$ cat src/rtl/fir_kernel_sequencer.sv
// fir_kernel_sequencer
//   Drives one HLS FIR kernel (ap_ctrl_hs) from a valid/ready sample stream.
//   Each accepted sample is one kernel call. The call's result is returned on
//   a valid/ready result stream. The block also records call latency and the
//   number of completed transactions.
//
//   Optional build macro: FIR_SEQ_TIMEOUT_EN
//     Adds a watchdog on START+WAIT. When TIMEOUT_CYC cycles pass without
//     ap_done, the block sets the sticky timeout_err, drops the call and
//     returns to IDLE. When the macro is undefined, timeout_err is tied 0 and
//     err_clr is ignored.
//
//   Ports
//     clock, reset_n              clock, asynchronous active-low reset
//     enable                      gates acceptance of new samples only
//     s_valid/s_ready/s_data      sample stream in
//     m_valid/m_ready/m_data      filter result stream out
//     fir_ap_start/ready/done     kernel block-level handshake
//     fir_x, fir_y                kernel argument / return value
//     busy                        not idle
//     txn_count                   results handed off (wraps)
//     last_latency, max_latency   START..ap_done cycles, inclusive (saturating)
//     err_clr, timeout_err        watchdog error clear / sticky flag
module fir_kernel_sequencer #(
    parameter int DATA_W      = 32,
    parameter int CNT_W       = 32,
    parameter int LAT_W       = 16,
    parameter int TIMEOUT_CYC = 1024
) (
    input  logic              clock,
    input  logic              reset_n,
    input  logic              enable,
    input  logic              s_valid,
    output logic              s_ready,
    input  logic [DATA_W-1:0] s_data,
    output logic              m_valid,
    input  logic              m_ready,
    output logic [DATA_W-1:0] m_data,
    output logic              fir_ap_start,
    input  logic              fir_ap_ready,
    input  logic              fir_ap_done,
    output logic [DATA_W-1:0] fir_x,
    input  logic [DATA_W-1:0] fir_y,
    output logic              busy,
    output logic [CNT_W-1:0]  txn_count,
    output logic [LAT_W-1:0]  last_latency,
    output logic [LAT_W-1:0]  max_latency,
    input  logic              err_clr,
    output logic              timeout_err
);

    typedef enum logic [1:0] {S_IDLE, S_START, S_WAIT, S_OUT} state_t;

    state_t           state, state_nxt;
    logic [LAT_W-1:0] lat_cnt;
    logic             accept;
    logic             capture;
    logic             wd_fire;

    // ap_done is honoured only while a call is outstanding.
    assign accept  = (state == S_IDLE) && enable && s_valid;
    assign capture = ((state == S_START) || (state == S_WAIT)) && fir_ap_done;

    // State register
    always_ff @(posedge clock or negedge reset_n) begin
        if (!reset_n) state <= S_IDLE;
        else          state <= state_nxt;
    end

    // Next-state logic
    always_comb begin
        state_nxt = state;
        case (state)
            S_IDLE:  if (accept) state_nxt = S_START;
            S_START: begin
                if (fir_ap_done)       state_nxt = S_OUT;
                else if (wd_fire)      state_nxt = S_IDLE;
                else if (fir_ap_ready) state_nxt = S_WAIT;
            end
            S_WAIT: begin
                if (fir_ap_done)  state_nxt = S_OUT;
                else if (wd_fire) state_nxt = S_IDLE;
            end
            S_OUT:   if (m_ready) state_nxt = S_IDLE;
            default: state_nxt = S_IDLE;
        endcase
    end

    // Outputs decode from the state alone. An asynchronous reset therefore
    // drops ap_start and m_valid immediately.
    always_comb begin
        s_ready      = (state == S_IDLE) && enable;
        fir_ap_start = (state == S_START);
        m_valid      = (state == S_OUT);
        busy         = (state != S_IDLE);
    end

    // Datapath and statistics
    always_ff @(posedge clock or negedge reset_n) begin
        if (!reset_n) begin
            fir_x        <= '0;
            m_data       <= '0;
            lat_cnt      <= '0;
            last_latency <= '0;
            max_latency  <= '0;
            txn_count    <= '0;
        end else begin
            if (accept) begin
                fir_x   <= s_data;
                lat_cnt <= LAT_W'(1);
            end else if (((state == S_START) || (state == S_WAIT)) && (lat_cnt != '1)) begin
                lat_cnt <= lat_cnt + LAT_W'(1);
            end
            if (capture) begin
                m_data       <= fir_y;
                last_latency <= lat_cnt;
                if (lat_cnt > max_latency) max_latency <= lat_cnt;
            end
            if ((state == S_OUT) && m_ready) txn_count <= txn_count + CNT_W'(1);
        end
    end

`ifdef FIR_SEQ_TIMEOUT_EN
    localparam int WD_W = $clog2(TIMEOUT_CYC + 1);

    logic [WD_W-1:0] wd_cnt;

    // wd_cnt is 1 in the first START cycle. The watchdog fires in the
    // TIMEOUT_CYC-th outstanding cycle.
    assign wd_fire = ((state == S_START) || (state == S_WAIT)) && !fir_ap_done &&
                     (wd_cnt == WD_W'(TIMEOUT_CYC));

    always_ff @(posedge clock or negedge reset_n) begin
        if (!reset_n) begin
            wd_cnt      <= '0;
            timeout_err <= 1'b0;
        end else begin
            if (accept)                                         wd_cnt <= WD_W'(1);
            else if ((state == S_START) || (state == S_WAIT))   wd_cnt <= wd_cnt + WD_W'(1);
            // A new timeout has priority over a clear in the same cycle.
            if (wd_fire)      timeout_err <= 1'b1;
            else if (err_clr) timeout_err <= 1'b0;
        end
    end
`else
    logic unused_wd;

    assign wd_fire     = 1'b0;
    assign timeout_err = 1'b0;
    assign unused_wd   = err_clr ^ (TIMEOUT_CYC == 0);
`endif

endmodule

$ cat config.mk
export PLATFORM = sky130hd
export DESIGN_NAME = fir_kernel_sequencer
export DESIGN_NICKNAME = d
export VERILOG_FILES = /design/src/rtl/fir_kernel_sequencer.sv
export SDC_FILE = /design/constraint.sdc
export NUM_CORES = 1
export LEC_CHECK = 0
export BUFFER_PORTS_ARGS = -buffer_cell sky130_fd_sc_hd__clkbuf_2
export CORE_AREA = 2 2 133 135
export DETAILED_ROUTE_END_ITERATION = 8
export DIE_AREA = 0 0 135 137
export PLACE_DENSITY = 0.6
export SYNTH_ARGS = -nofsm -noshare
export SYNTH_HDL_FRONTEND = slang
export SYNTH_SLANG_ARGS = --single-unit
$ cat constraint.sdc
create_clock -name clock -period 5.8 [get_ports clock]
set_clock_uncertainty 0.05 [all_clocks]
set_input_delay 1.16 -clock clock [delete_from_list [all_inputs] [get_ports clock]]
set_output_delay 1.16 -clock clock [all_outputs]
set_load 0.02 [all_outputs]
==> results of run 1 <==
## sequential cells by signal, summed over array words and instances (netlist names)
name	cells
fir_x	32
m_data	32
txn_count	32
last_latency	16
lat_cnt	16
max_latency	16
state	2
## kinds of logic (layout without fill, tap and decap cells)
kind of cell	count (synthesis)	count (layout)	synth area share (%)
buffers and inverters	39	260	2.47
other	1	1	0.0588
AND/OR/NAND/NOR	206	206	15.1
AO/OA/AOI/OAI	38	38	3.98
flip-flops	146	146	57.3
adder cells (fa/ha/maj)	23	23	4.51
multiplexers	64	64	11.2
XOR/XNOR	39	39	5.36
## per-layer routing
metal | wire [um] | vias to the layer above | track usage, % | share of wire [%]
met4 | 126 | 0 | 5.38 | 0.85
met5 | 0 | - | 0 | 0
met1 | 6570 | 2320 | 21.4 | 44
met3 | 1020 | 12 | 5.22 | 6.9
met2 | 7090 | 149 | 26.0 | 48
li1 | - | 2294 | - | -
## critical path, delay by kind of cell
| kind | cells | cell delay, ns |
|---|---|---|
| and+or+nand+nor | 1 | 0.16 |
| buffers and inverters | 2 | 0.24 |
## per-stage QoR
step / util, % / setup WS (ns)
global placement: 44.7 / 2.76
floorplan: - / 3.20
global route: 48.7 / 2.91
finish: 48.7 / 3.03
CTS: 48.7 / 3.03
detailed placement: 44.7 / 2.69
## cells in the final DEF (no fill, tap or decap), types with 6 or more instances in the layout
master | Yosys | layout
clkbuf_2 | 0 | 201
inv_1 | 23 | 23
ha_1 | 23 | 23
xnor2_1 | 27 | 27
mux2_2 | 53 | 53
nand2_1 | 125 | 124
nor3_1 | 7 | 7
xor2_1 | 12 | 12
nand3_1 | 18 | 18
clkbuf_16 | 0 | 17
and4_1 | 6 | 6
and3_1 | 12 | 11
o21ai_0 | 10 | 10
mux2_1 | 8 | 8
bufinv_16 | 0 | 6
nand4_1 | 11 | 11
dfrtp_1 | 146 | 146
a21oi_1 | 11 | 11
nor2_1 | 14 | 14
## worst paths after layout
kind,start,endpoint,slack (ns)
max in group asynchronous,reset_n,max_latency[4],3.79
worst max-delay path,enable,s_ready,3.03
worst min register to register,fir_x[21],fir_x[21],0.42
worst max register to register,state[1],max_latency[5],3.08
worst min-delay path,fir_x[21],fir_x[21],0.42
min in group asynchronous,reset_n,fir_x[27],0.80
## power by group through the flow
stage,Sequential (uW),Combinational [uW],Clock (uW)
6_report,1700,1750,1250
2_1_floorplan,2060,801,0
5_1_grt,1750,1930,1340
4_1_cts,1700,1790,1280
3_3_place_gp,1690,1750,0
3_5_place_dp,1710,1780,0
## final cells by class
cell class	instances	area [sq um]
inverters	23	86.3
repair buffers	205	1040
well taps	225	282
clock buffers	17	425
fillers	1595	8750
multi-input cells	371	2570
flip-flops and latches	146	3650
clock inverters	15	251
==> results.json, run 1 <==
{
  "drive_above_1_share_pct": 38.4,
  "max-cap-violations": 0,
  "ys_seq_elements": 146,
  "grtUsageTotal_pct": 16.4,
  "power.total_uw": 4700,
  "synthTopCellsByCount": "dfrtp_1, nand2_1, mux2_2",
  "synth_cells": 556,
  "cellPowerDensity_mw_per_mm2": 566,
  "cp_cell_sequence": "clkbuf_2 > and2_1 > clkbuf_2",
  "post_cts_buffers": 0,
  "die_x_um": 135,
  "p_sw_uw": 1790,
  "setup_viol": 0,
  "hold_path_class": "reg -> reg",
  "drcViolationCount": 0,
  "cpMostUsedCell": "clkbuf_2",
  "reg2reg_depth": 7,
  "setup_tns_ns": 0,
  "yosysWarnings": 0,
  "cpMaxStageDelayCell": "and2_1",
  "synth_nets": 651,
  "switching_share_pct": 38.0,
  "synth_area_leader_cell": "dfrtp_1",
  "ys.flop_type": "dfrtp_1",
  "die_y_um": 137,
  "combinationalPowerShare_pct": 37.3,
  "io_buffer_count": 202,
  "grt_pass1_wl_um": 23800,
  "final_nets": 859,
  "arrival_ns": 1.56,
  "n_antenna_cell": 0,
  "dpl.cell_count": 970,
  "internal_power_uw": 2910,
  "gp_congestion": 0.774,
  "synth_top_area_share_pct": 57.3,
  "antenna_found_initial": 0,
  "cp-start-kind": "primary input",
  "via_per_inst": 4.77,
  "fin_crit_sh_pct": 47.7,
  "postSynthAreaPerCell_sq_um": 11.5,
  "clk_latency_ns": 0.41,
  "p_clk_share_pct": 26.6,
  "wl_per_cell_um": 14.8,
  "die-area_sq_mm": 0.0185,
  "crit_required_ns": 4.59,
  "grt_max_degree": 108,
  "numCtsBuffers": 17,
  "drtAntennaViolNets": 0,
  "fmax_ghz": 0.361,
  "min_path_cells": 2,
  "cts_root_buf": "clkbuf_16",
  "cpPeakStageDelay_ns": 0.16,
  "dpl_cell_area_sq_mm": 0.00763,
  "async_flop_share_pct": 100,
  "rsz0062_at_grt": "false",
  "cts_tree": "yes",
  "gr-total-overflow": 0,
  "fin_area_sq_mm": 0.00831,
  "dr.pass1.iters": 4,
  "grt_pass1_vias": 4755,
  "initial_utilization_pct": 37.4,
  "synth_edf_count": 0,
  "seqPwrFrac_pct": 36.1,
  "syn2layout_area_growth_pct": 30.3,
  "ys_types": 42,
  "hold_violations": 0,
  "min_period_ns": 2.77,
  "ir_drop_mv": 0.258,
  "ys_seq_area_share_pct": 57.3,
  "clk_pin_slew_ns": 0.06,
  "synthesis.area_sq_mm": 0.00638,
  "clock-sinks": 146,
  "core-area_sq_mm": 0.0171,
  "p_leak_uw": 0.00432,
  "slew_violations": 0,
  "dp_hpwl_um": 10800,
  "rows": 48,
  "cts.htree.levels": 4,
  "ios": 205,
  "finalNonFillerCells": 1002,
  "timing.hold.ws_ns": 0.425,
  "synthTopCellsByArea": "dfrtp_1, mux2_2, nand2_1, ha_1, xnor2_1",
  "worst_pin_slew_ns": 0.971,
  "yosysMostFrequentCell": "dfrtp_1",
  "end_kind": "primary output",
  "routed_wl_um": 14800,
  "vias": 4775,
  "holdBufCountCts": 0,
  "crit_type": "in -> out",
  "clockBufferDepth": 2,
  "relSlewSlack_pct": 35.3,
  "cts_resized": 0,
  "outcome": "completed",
  "worst-path-max-fanout": 2,
  "drtIter0Drc": 152
}
Note: power is estimated with default switching activity, not from simulation.
==> inputs of run 2 (changes only) <==
--- a/config.mk
+++ b/config.mk
@@ -9,7 +9,7 @@
 export CORE_AREA = 2 2 133 135
 export DETAILED_ROUTE_END_ITERATION = 8
 export DIE_AREA = 0 0 135 137
-export PLACE_DENSITY = 0.6
+export PLACE_DENSITY = 0.62
 export SYNTH_ARGS = -nofsm -noshare
 export SYNTH_HDL_FRONTEND = slang
 export SYNTH_SLANG_ARGS = --single-unit
==> constraint.sdc (replaced) <==
create_clock -name clock -period 2.3 [get_ports clock]
set_clock_uncertainty 0.05 [all_clocks]
set_input_delay 0.46 -clock clock [delete_from_list [all_inputs] [get_ports clock]]
set_output_delay 0.46 -clock clock [all_outputs]
set_load 0.02 [all_outputs]
==> run 2 against run 1 <==
Net effect: the run now ends with negative setup slack left; via count grew 2.1%; clock power grew 130%; core utilization grew 2.1 points; largest power group unchanged.
==> results.json, run 2 (same netlist as run 1, synthesis figures left out) <==
{
  "rows": 48,
  "reg2reg_depth": 8,
  "clock-sinks": 146,
  "drtAntennaViolNets": 0,
  "met1_usage_pct": 23.3,
  "final_nets": 890,
  "layout_commonest_cell": "clkbuf_2",
  "die-area_sq_mm": 0.0185,
  "min_path_cells": 3,
  "dpl.cell_count": 993,
  "clk_latency_ns": 0.42,
  "setup_slack_ns": -0.0160,
  "timing.rr.start": "max_latency[11]",
  "grt_pass1_vias": 4840,
  "slew_violations": 0,
  "io_buffer_count": 202,
  "rsz0062_at_grt": "true",
  "crit_required_ns": 2.55,
  "cp-start-kind": "register",
  "cts_tree": "yes",
  "wl_per_cell_um": 15.1,
  "nFillCells": 1587,
  "drcViolationCount": 0,
  "dp_hpwl_um": 11200,
  "routed_wl_um": 15600,
  "p_leak_uw": 0.00450,
  "antenna_found_initial": 0,
  "hold_end": "fir_x[11]",
  "clk_pin_slew_ns": 0.07,
  "layout_common_cells": "clkbuf_2, dfrtp_1, nand2_1",
  "finalNonFillerCells": 1033,
  "multi_input_area_sq_mm": 0.00268,
  "hold_violations": 0,
  "grt_max_degree": 52,
  "gr-total-overflow": 0,
  "numCtsBuffers": 17,
  "min_from": "s_data[11]",
  "dpl_cell_area_sq_mm": 0.00786,
  "crit_type": "reg -> reg",
  "max-cap-violations": 0,
  "ir_drop_mv": 0.576,
  "hold_path_class": "in -> reg",
  "power.total_uw": 12100,
  "drive_above_1_share_pct": 42.1,
  "final-seq-area_sq_mm": 0.00365,
  "cellPowerDensity_mw_per_mm2": 1390,
  "grt_pass1_wl_um": 24600,
  "initial_utilization_pct": 37.4,
  "fin_area_sq_mm": 0.00866,
  "die_x_um": 135,
  "drtIter0Drc": 204,
  "worst-path-max-fanout": 8,
  "grt_use_met2_pct": 26.5,
  "n_antenna_cell": 0,
  "fmax_ghz": 0.432,
  "arrival_ns": 2.57,
  "die_y_um": 137,
  "use_met3_pct": 5.22,
  "gp_congestion": 0.752,
  "clockBufferDepth": 2,
  "violations": "negative setup slack",
  "cts_root_buf": "clkbuf_16",
  "end_kind": "register",
  "outcome": "complete, but fails checks",
  "dr.pass1.iters": 4,
  "reg_top3": "fir_x: 32 flops, m_data: 32 flops, txn_count: 32 flops",
  "gr-max-usage-layer": "met2",
  "grtUsageTotal_pct": 17.1,
  "cts.htree.levels": 4,
  "ios": 205,
  "reg2reg_slack_ns": -0.02,
  "core-area_sq_mm": 0.0171,
  "r2r_end": "max_latency[0]",
  "fin_crit_sh_pct": 101,
  "syn2layout_area_growth_pct": 35.8,
  "min_period_ns": 2.32,
  "setup_viol": 6,
  "via_per_inst": 4.72,
  "vias": 4875
}
run 2: worst max path at each step:
stage / startpoint / endpoint / slack [ns] / cells after the start
after floorplan: max_latency[13] / max_latency[7] / 0.02 / 8
after global placement: max_latency[15] / max_latency[0] / 0.02 / 8
after detailed placement: max_latency[15] / max_latency[0] / -0.01 / 8
after CTS: max_latency[11] / max_latency[5] / 0.04 / 8
after global routing: max_latency[11] / max_latency[9] / -0.09 / 8
final: max_latency[11] / max_latency[0] / -0.02 / 8
run 2: where the power goes:
part           switching, uW  total, uW  internal (uW)  leakage (uW)
registers                607       4160           3550       0.00184
clock network           1080       2850           1770      0.000297
logic                   2960       5050           2090       0.00236
total                   4650      12100           7410       0.00450
run 2: critical path, cell delays in order (launching register included):
cell,delay (ns)
dfrtp_1,0.38
inv_1,0.08
ha_4,0.27
nand4_1,0.16
nor4_4,0.35
o21ai_2,0.12
a31oi_4,0.25
clkbuf_16,0.21
mux2_2,0.33
run 2: metrics by stage:
| stage | util [%] | setup WS (ns) | hold WS [ns] | TNS [ns] |
|---|---|---|---|---|
| 2_1_floorplan | - | 0.0195 | 0.114 | 0 |
| 6_report | 50.8 | -0.0160 | 0.175 | -0.0515 |
| 3_5_place_dp | 46.1 | -0.0107 | 0.391 | -0.0653 |
| 3_3_place_gp | 46.1 | 0.0198 | 0.396 | 0 |
| 4_1_cts | 49.7 | 0.0444 | 0.158 | 0 |
| 5_1_grt | 50.8 | -0.0854 | 0.165 | -0.864 |
run 2: cell type report:
class | count | share of cell area (%)
clock buffers | 20 | 5.27
clock inverters | 12 | 1.79
inverters | 23 | 0.997
multi-input cells | 371 | 31.0
flip-flops and latches | 146 | 42.2
well taps | 225 | 3.25
repair buffers | 236 | 15.5
run 2: metal layers:
metal  vias up  wire length [um]
met2       134              7340
met4         0               169
met1      2364              7220
met3        13               888
met5         -                 0
li1       2364                 -
run 2: what timing repair did:
item | CTS | global route
gates cloned | 0 | 1
endpoints found under the setup margin | 14 | 14
pin swaps | 1 | 5
endpoints found under the hold margin | 43 | 0
buffers inserted | 0 | 6
hold buffers | 1 | 0
resized for setup | 0 | 20
